===== src/rtl/multicycle_controller.sv =====
// Multicycle ARM-subset control unit: main FSM, ALU decoder, condition check and flag register.
// Instr is the instruction register; it must hold steady from DECODE to the end of the instruction.
module multicycle_controller (
  input  logic        clk,
  input  logic        reset,
  input  logic [31:0] Instr,
  input  logic [3:0]  ALUFlags,
  output logic        PCWrite,
  output logic        MemWrite,
  output logic        RegWrite,
  output logic        IRWrite,
  output logic        AdrSrc,
  output logic [1:0]  RegSrc,
  output logic [1:0]  ALUSrcA,
  output logic [1:0]  ALUSrcB,
  output logic [1:0]  ResultSrc,
  output logic [1:0]  ImmSrc,
  output logic [1:0]  ALUControl
);

  typedef enum logic [3:0] {
    FETCH, DECODE, MEMADR, MEMRD, MEMWB, MEMWR,
    EXECUTER, EXECUTEI, ALUWB, BRANCH, UNKNOWN
  } state_t;

  state_t      state_q, state_d;
  logic [3:0]  flags_q;
  logic        condExR_q;

  logic [3:0]  cond;
  logic [1:0]  op;
  logic [5:0]  funct;
  logic        rdIsPc;
  logic        unusedInstrBits;

  logic        nextPc, regW, memW, branch, aluOp, irW;
  logic        isAddSub, condEx;
  logic [1:0]  flagW;
  logic        pcs;
  logic        flagN, flagZ, flagC, flagV;

  assign cond            = Instr[31:28];
  assign op              = Instr[27:26];
  assign funct           = Instr[25:20];
  assign rdIsPc          = (Instr[15:12] == 4'hF);
  assign unusedInstrBits = ^{Instr[19:16], Instr[11:0]};
  assign {flagN, flagZ, flagC, flagV} = flags_q;

  always_comb begin
    state_d = FETCH;
    case (state_q)
      FETCH:    state_d = DECODE;
      DECODE: begin
        case (op)
          2'b00:   state_d = funct[5] ? EXECUTEI : EXECUTER;
          2'b01:   state_d = MEMADR;
          2'b10:   state_d = BRANCH;
          default: state_d = UNKNOWN;
        endcase
      end
      MEMADR:   state_d = funct[0] ? MEMRD : MEMWR;
      MEMRD:    state_d = MEMWB;
      EXECUTER: state_d = ALUWB;
      EXECUTEI: state_d = ALUWB;
      default:  state_d = FETCH;
    endcase
  end

  // Raw per-state controls before condition gating.
  always_comb begin
    nextPc    = 1'b0;
    regW      = 1'b0;
    memW      = 1'b0;
    branch    = 1'b0;
    aluOp     = 1'b0;
    irW       = 1'b0;
    AdrSrc    = 1'b0;
    ALUSrcA   = 2'b00;
    ALUSrcB   = 2'b00;
    ResultSrc = 2'b00;
    case (state_q)
      FETCH: begin
        ALUSrcA = 2'b01; ALUSrcB = 2'b10; ResultSrc = 2'b10;
        irW = 1'b1; nextPc = 1'b1;
      end
      DECODE: begin
        ALUSrcA = 2'b01; ALUSrcB = 2'b10; ResultSrc = 2'b10;
      end
      MEMADR:   ALUSrcB = 2'b01;
      MEMRD:    AdrSrc = 1'b1;
      MEMWB: begin
        ResultSrc = 2'b01; regW = 1'b1;
      end
      MEMWR: begin
        AdrSrc = 1'b1; memW = 1'b1;
      end
      EXECUTER: aluOp = 1'b1;
      EXECUTEI: begin
        ALUSrcB = 2'b01; aluOp = 1'b1;
      end
      ALUWB:    regW = 1'b1;
      BRANCH: begin
        ALUSrcA = 2'b10; ALUSrcB = 2'b01; ResultSrc = 2'b10; branch = 1'b1;
      end
      default: ;
    endcase
  end

  always_comb begin
    ALUControl = 2'b00;
    isAddSub   = 1'b0;
    if (aluOp) begin
      case (funct[4:1])
        4'b0100: begin ALUControl = 2'b00; isAddSub = 1'b1; end
        4'b0010: begin ALUControl = 2'b01; isAddSub = 1'b1; end
        4'b0000: ALUControl = 2'b10;
        4'b1100: ALUControl = 2'b11;
        default: ALUControl = 2'b00;
      endcase
    end
    flagW[1] = aluOp & funct[0];
    flagW[0] = aluOp & funct[0] & isAddSub;
  end

  always_comb begin
    case (cond)
      4'h0:    condEx = flagZ;
      4'h1:    condEx = ~flagZ;
      4'h2:    condEx = flagC;
      4'h3:    condEx = ~flagC;
      4'h4:    condEx = flagN;
      4'h5:    condEx = ~flagN;
      4'h6:    condEx = flagV;
      4'h7:    condEx = ~flagV;
      4'h8:    condEx = flagC & ~flagZ;
      4'h9:    condEx = ~flagC | flagZ;
      4'hA:    condEx = (flagN == flagV);
      4'hB:    condEx = (flagN != flagV);
      4'hC:    condEx = ~flagZ & (flagN == flagV);
      4'hD:    condEx = flagZ | (flagN != flagV);
      4'hE:    condEx = 1'b1;
      default: condEx = 1'b0;
    endcase
  end

  // The condition is frozen at the end of DECODE so the flag update cannot change its own instruction.
  always_ff @(posedge clk or negedge reset) begin
    if (!reset) begin
      state_q   <= FETCH;
      flags_q   <= 4'b0000;
      condExR_q <= 1'b0;
    end else begin
      state_q <= state_d;
      if (state_q == DECODE)
        condExR_q <= condEx;
      if (condExR_q && flagW[1])
        flags_q[3:2] <= ALUFlags[3:2];
      if (condExR_q && flagW[0])
        flags_q[1:0] <= ALUFlags[1:0];
    end
  end

  assign pcs      = (regW & rdIsPc) | branch;
  assign PCWrite  = reset & (nextPc | (pcs & condExR_q));
  assign RegWrite = reset & regW & condExR_q & ~rdIsPc;
  assign MemWrite = reset & memW & condExR_q;
  assign IRWrite  = reset & irW;
  assign ImmSrc   = op;
  assign RegSrc   = {op == 2'b01, op == 2'b10};

endmodule

===== config.mk =====
export PLATFORM = sky130hd
export DESIGN_NAME = multicycle_controller
export DESIGN_NICKNAME = d
export VERILOG_FILES = /design/src/rtl/multicycle_controller.sv
export SDC_FILE = /design/constraint.sdc
export NUM_CORES = 1
export LEC_CHECK = 0
export BUFFER_PORTS_ARGS = -buffer_cell sky130_fd_sc_hd__buf_2
export CAP_MARGIN = 5
export CORE_MARGIN = 2
export CORE_UTILIZATION = 30
export CTS_CLUSTER_DIAMETER = 30
export DETAILED_ROUTE_END_ITERATION = 8
export GPL_TIMING_DRIVEN = 0
export PLACE_DENSITY_LB_ADDON = 0.2
export SETUP_SLACK_MARGIN = 0.15
export SLEW_MARGIN = 20
export SYNTH_ARGS = -nofsm -noshare
export SYNTH_HDL_FRONTEND = slang
export SYNTH_SLANG_ARGS = --single-unit
export TNS_END_PERCENT = 30

===== constraint.sdc =====
create_clock -name clk -period 1.4 [get_ports clk]
set_input_delay 0.21 -clock clk [delete_from_list [all_inputs] [get_ports clk]]
set_output_delay 0.21 -clock clk [all_outputs]
set_load 0.02 [all_outputs]

==> run metrics, run 1 <==
antenna-violating nets left 0; Critical Path RT 1190 ps; Post-Syn Area 891 sq um; final hold violation count 0; worst slack, placed -480 ps; Final period util 118%; Residual DRC 0; Final WS setup -254 ps; clock share of power 7.5%; IO Count 55; Synth cell types 42; register area 230 sq um; largest net degree at the start of global routing 11; Multi-input gate area 733 sq um; CP arrival 1440 ps; RSZ-0062 raised after global routing true; post-synthesis adder-cell area fraction 0%; worst skew pair latency 260 ps; Vias/cell 5.17; Hold Crit Depth 2; # diodes 0; worst-path maximum fanout 5; final setup fails 18; DR pass1 iterations 4; r2r setup slk -250 ps; Maximum Capacitance Violations 0; Core ar. 2780 sq um; reg2reg path depth 5; Rows 19; Die ar. 3420 sq um; switching power 1190 uW; Clock transition at path regs 60 ps; type of the most critical hold path in -> reg; crit path launch type register; Detail Placement HPWL 1860 um; vias in the first global route 970; Worst Setup End Kind primary output; DRT iter0 DRCs 21; Mapped Nets 146; share of post-route cells with drive strength above 1 55.4%; Post-synth EDFFs 0; crit path time final 1650 ps; Seq/Total Area, Yosys 25.3%; Final Core Density 51.5%; Total Wirelength 2520 um; HP Start ALUFlags[0]; gr usage total 15.1%; I/O Buffers 37; main combinational cell family by area after synthesis simple AND/OR/NAND/NOR gates; total power 2690 uW; RR Startpoint state_q[3]; FMAX 0.605 GHz; Ys Warns 0; worst-path cell chain and2b_2, buf_6, o2111ai_2, nor2_1, buf_4; Worst path slowest cell dfrtp_2; Hold Path End flags_q[0]; Vias 972; Sw Share 44.1%; routability congestion estimate 0.733; CTS tree done; Slew HR 71.2%; mux cell area share after synthesis 7.30%; R2R Path End flags_q[1]; initial core utilization 32.0%; Main synth FF type dfrtp_1; NumNets Final 196; Syn Area/Cell 8.25 sq um; Crit Path Class reg -> out; violated checks setup timing; number of clock sinks 9; H-tree depth 1; die height 58.5 um; Logic pwr share 72.7%; GR Overflow Total 0; wire per inst 13.4 um; pins over their slew limit 0; antenna violations before repair 0; Post-Synth XOR/XNOR Area 5.90%; Gate Count Post-Synth 108; Syn-to-layout area delta 60.7%; Leak Pwr 0.000640 uW; skew final 2.60 ps; internal cell power 1510 uW; post-synthesis compound-gate area fraction 15.6%; simple-gate portion of the synthesized area 38.5%; die width 58.5 um; P per Cell Area 1880 nW/um^2; VDD IR-drop max 0.00166 V; crit-path max cell delay 450 ps; Clock Tree Buf Depth 2; global-route wire length before repair 4160 um; register bit count reported by yosys 9; Root Driver clkbuf_4; Num CTS Buffers 3; sequential power share 19.8%; Fill cells 269; status complete, but fails checks; actual slew at the worst max-slew pin 431 ps; post-synthesis async set-or-reset flop share 100%
==> flip-flops by register name, indices dropped and copies added (netlist names) <==
signal	cells
flags_q	4
state_q	4
condExR_q	1
==> synthesized netlist by cell type (2+ instances only) <==
cell	instances	area (sq um)
dfrtp_1	9	225
nand2_1	9	33.8
nor2_1	9	33.8
a21oi_1	5	25.0
nand3b_1	5	37.5
nor2b_1	5	31.3
o21ai_0	5	25.0
xnor2_1	5	43.8
buf_4	4	30.0
inv_1	4	15.0
mux2_2	4	45.0
nand2b_1	4	25.0
clkbuf_1	3	11.3
a31oi_1	2	12.5
and4_1	2	17.5
buf_2	2	10.0
mux2i_1	2	20.0
nand3_1	2	10.0
nor3_1	2	10.0
nor3b_1	2	15.0
or3b_2	2	17.5
==> cells in the final DEF, fill, tap and decap left out, types with 3 or more instances in the layout <==
cell,synthesis,layout
a21oi_1,5,5
buf_2,2,29
buf_4,4,13
buf_6,0,8
buf_8,0,3
clkbuf_4,0,3
dfrtp_1,9,5
dfrtp_2,0,4
inv_1,4,4
mux2_4,0,3
nand2_1,9,7
nand2b_1,4,3
nand3b_1,5,5
nor2_1,9,5
nor2_4,0,4
nor2b_1,5,4
o21ai_0,5,4
xnor2_1,5,5
==> stage by stage <==
stage / cell area, sq um / setup TNS, ps / std cells / hold WS [ps]
finish: 1430 / -2860 / 188 / 180
global route: 1430 / -3920 / 188 / 179
global placement: 1180 / -1190 / 176 / 97.8
detailed placement: 1180 / -1520 / 176 / 100
floorplan: 953 / -344 / 108 / -85.6
CTS: 1380 / -2980 / 188 / 176
==> power groups by stage <==
stage / Sequential, uW / Clock, uW / Combinational, uW
after detailed placement: 518 / 0 / 1370
final: 533 / 202 / 1960
after floorplan: 476 / 0 / 1040
after global placement: 514 / 0 / 1330
after global routing: 555 / 221 / 2100
after CTS: 506 / 208 / 1850
==> what timing repair did <==
action / CTS / global route
setup buffers: 7 / 0
pin swaps: 5 / 2
resized for setup: 34 / 14
endpoints found under the hold margin: 9 / 0
setup endpoints to repair: 19 / 19
gates cloned: 0 / 0
hold buffers: 1 / 0
==> logic make-up after synthesis <==
| logic type | Yosys count |
|---|---|
| AND/OR/NAND/NOR | 53 |
| AO/OA/AOI/OAI | 21 |
| buffers and inverters | 13 |
| flip-flops | 9 |
| XOR/XNOR | 6 |
| multiplexers | 6 |
==> layout make-up <==
class                      count  area share (%)
inverter                       4            1.05
buffer                         9            6.21
timing repair buffer          45            20.9
multi-input combinational     86            51.2
clock buffer                   4            1.84
sequential                     9            16.1
tap                           31            2.71
==> worst max-delay path: cells and delay by family, from the launching register on <==
family	cells	cell delay [ps]
flip-flops	1	450
buffers and inverters	2	270
AO/OA/AOI/OAI	1	160
AND/OR/NAND/NOR	2	310
==> worst max path at each step <==
stage | from | to | cells after the start
after floorplan | state_q[3] | flags_q[0] | 4
after global placement | state_q[2] | condExR_q | 4
after detailed placement | state_q[1] | condExR_q | 4
after CTS | state_q[3] | flags_q[1] | 5
after global routing | state_q[3] | ALUControl[1] | 4
final | state_q[2] | RegWrite | 5
==> per-layer routing <==
layer / vias up / track usage [%] / wire length [um]
met5: - / 0 / 0
met4: 0 / 1.99 / 0
met3: 0 / 2.20 / 128
met2: 27 / 27.8 / 1360
met1: 455 / 19.0 / 1040
li1: 490 / - / -
(Power assumes the default switching activity.)
==> run 2: changes to the inputs <==
CELL_PAD_IN_SITES_DETAIL_PLACEMENT = 1   (was default)
CELL_PAD_IN_SITES_GLOBAL_PLACEMENT = 1   (was default)
CORE_UTILIZATION = 26   (was 30)
==> run 2 against run 1 <==
Compared with the run above: the flow still finishes with violations (setup timing); worst setup slack got worse by 38 ps; wire length increased by 9.8%; critical path type is now reg -> reg; sequential share of layout area increased by 0.75 points; highest routed layer is now met4; critical endpoint is now flags_q[0]; combinational power decreased by 7%; largest cell class unchanged.
==> run metrics, run 2 (synthesis results as in run 1) <==
status complete, but fails checks; violated checks setup timing; worst-path maximum fanout 6; Leak Pwr 0.000610 uW; final hold violation count 0; Final period util 121%; Clock transition at path regs 60 ps; die height 62.5 um; routability congestion estimate 0.770; Slew HR 70.0%; Maximum Capacitance Violations 0; Syn-to-layout area delta 52.7%; Die ar. 3910 sq um; GR Overflow Total 0; biggest registers after layout flags_q: 4 flops, state_q: 4 flops, condExR_q: 1 flops; DR pass1 iterations 2; fin cells 201; VDD IR-drop max 0.000513 V; die width 62.5 um; Core ar. 3310 sq um; Num CTS Buffers 3; HP Start ALUFlags[3]; initial core utilization 26.9%; Vias 988; type of the most critical hold path in -> reg; NumNets Final 194; total power 2530 uW; vias in the first global route 1038; crit path time final 1690 ps; antenna violations before repair 0; actual slew at the worst max-slew pin 449 ps; RR Startpoint state_q[3]; Worst Setup End Kind register; r2r setup slk -290 ps; Detail Placement HPWL 2080 um; skew final 6.02 ps; global-route wire length before repair 4680 um; commonest non-fill, non-tap cell in the layout buf_2; Hold Path End flags_q[3]; DRT iter0 DRCs 12; Final WS setup -292 ps; aggregate negative setup slack -3020 ps; number of clock sinks 9; CP arrival 1840 ps; CTS tree done; crit path launch type register; I/O Buffers 37; most frequent cells in the layout 31 x buf_2, 13 x buf_4, 8 x nand2_1; R2R Path End flags_q[0]; Rows 21; Critical Path RT 1550 ps; # diodes 0; Final Core Density 41.1%; share of post-route cells with drive strength above 1 50.3%; largest net degree at the start of global routing 11; FMAX 0.591 GHz; Hold Crit Depth 2; H-tree depth 1; worst skew pair latency 260 ps; gr usage total 14.7%; reg2reg path depth 4; P per Cell Area 1860 nW/um^2; wire per inst 13.8 um; Clock Tree Buf Depth 2; Root Driver clkbuf_4; Vias/cell 4.92; Total Wirelength 2770 um; pins over their slew limit 0; hold slack final 180 ps; RSZ-0062 raised after global routing true; Residual DRC 0; antenna-violating nets left 0; final setup fails 16; Crit Path Class reg -> reg; dpl cells 191; IO Count 55
-- run 2: cell types whose count changed in the layout (fill, tap and decap cells not counted), sizes merged --
| cell | change |
|---|---|
| clkbuf | +1 |
| buf | -3 |
-- run 2: worst max-delay path by stage --
stage               cells after the start  slack, ps             to       start
floorplan                               4       -110     flags_q[0]  state_q[3]
global placement                        4       -430      condExR_q  state_q[2]
detailed placement                      4       -480      condExR_q  state_q[1]
CTS                                     4       -300  ALUControl[1]  state_q[3]
global route                            4       -350     flags_q[1]  state_q[3]
finish                                  4       -290     flags_q[0]  state_q[3]
-- run 2: final cells by class --
cell class / count / area (sq um)
multi-input combinational: 86 / 684
buffer: 9 / 83.8
fill: 443 / 1950
sequential: 9 / 229
clock buffer: 4 / 26.3
tap: 46 / 57.6
inverter: 4 / 15.0
timing repair buffer: 43 / 264
-- run 2: worst max-delay path, stage by stage (launching register included) --
cell and delay [ps]:
dfrtp_2 440, and2b_4 310, nand4_4 150, nor4_4 310, mux2_2 370
-- run 2: per-layer routing --
layer	wire, um	GRT usage, %	vias to the layer above	part of all wire, %
li1	-	-	484	-
met1	1140	15.9	479	41
met3	129	2.70	2	4.7
met4	11	4.17	0	0.40
met5	0	0	-	0
met2	1490	28.6	23	54
-- run 2: where the power goes --
part / total [uW] / internal (uW) / switching, uW
registers: 519 / 368 / 150
clock network: 200 / 110 / 90.4
logic: 1820 / 889 / 927
-- run 2: through the flow --
stage	area, sq um	setup slack [ps]
after detailed placement	1200	-475
after floorplan	953	-110
after global routing	1360	-353
after CTS	1330	-302
final	1360	-292
after global placement	1200	-427
-- run 2: timing repair --
| item | in CTS | in global routing |
|---|---|---|
| hold buffers | 1 | 0 |
| endpoints found under the setup margin | 19 | 19 |
| hold endpoints to repair | 9 | 0 |
| resized for setup | 21 | 10 |
| buffers inserted | 5 | 0 |
| pin swaps | 1 | 5 |
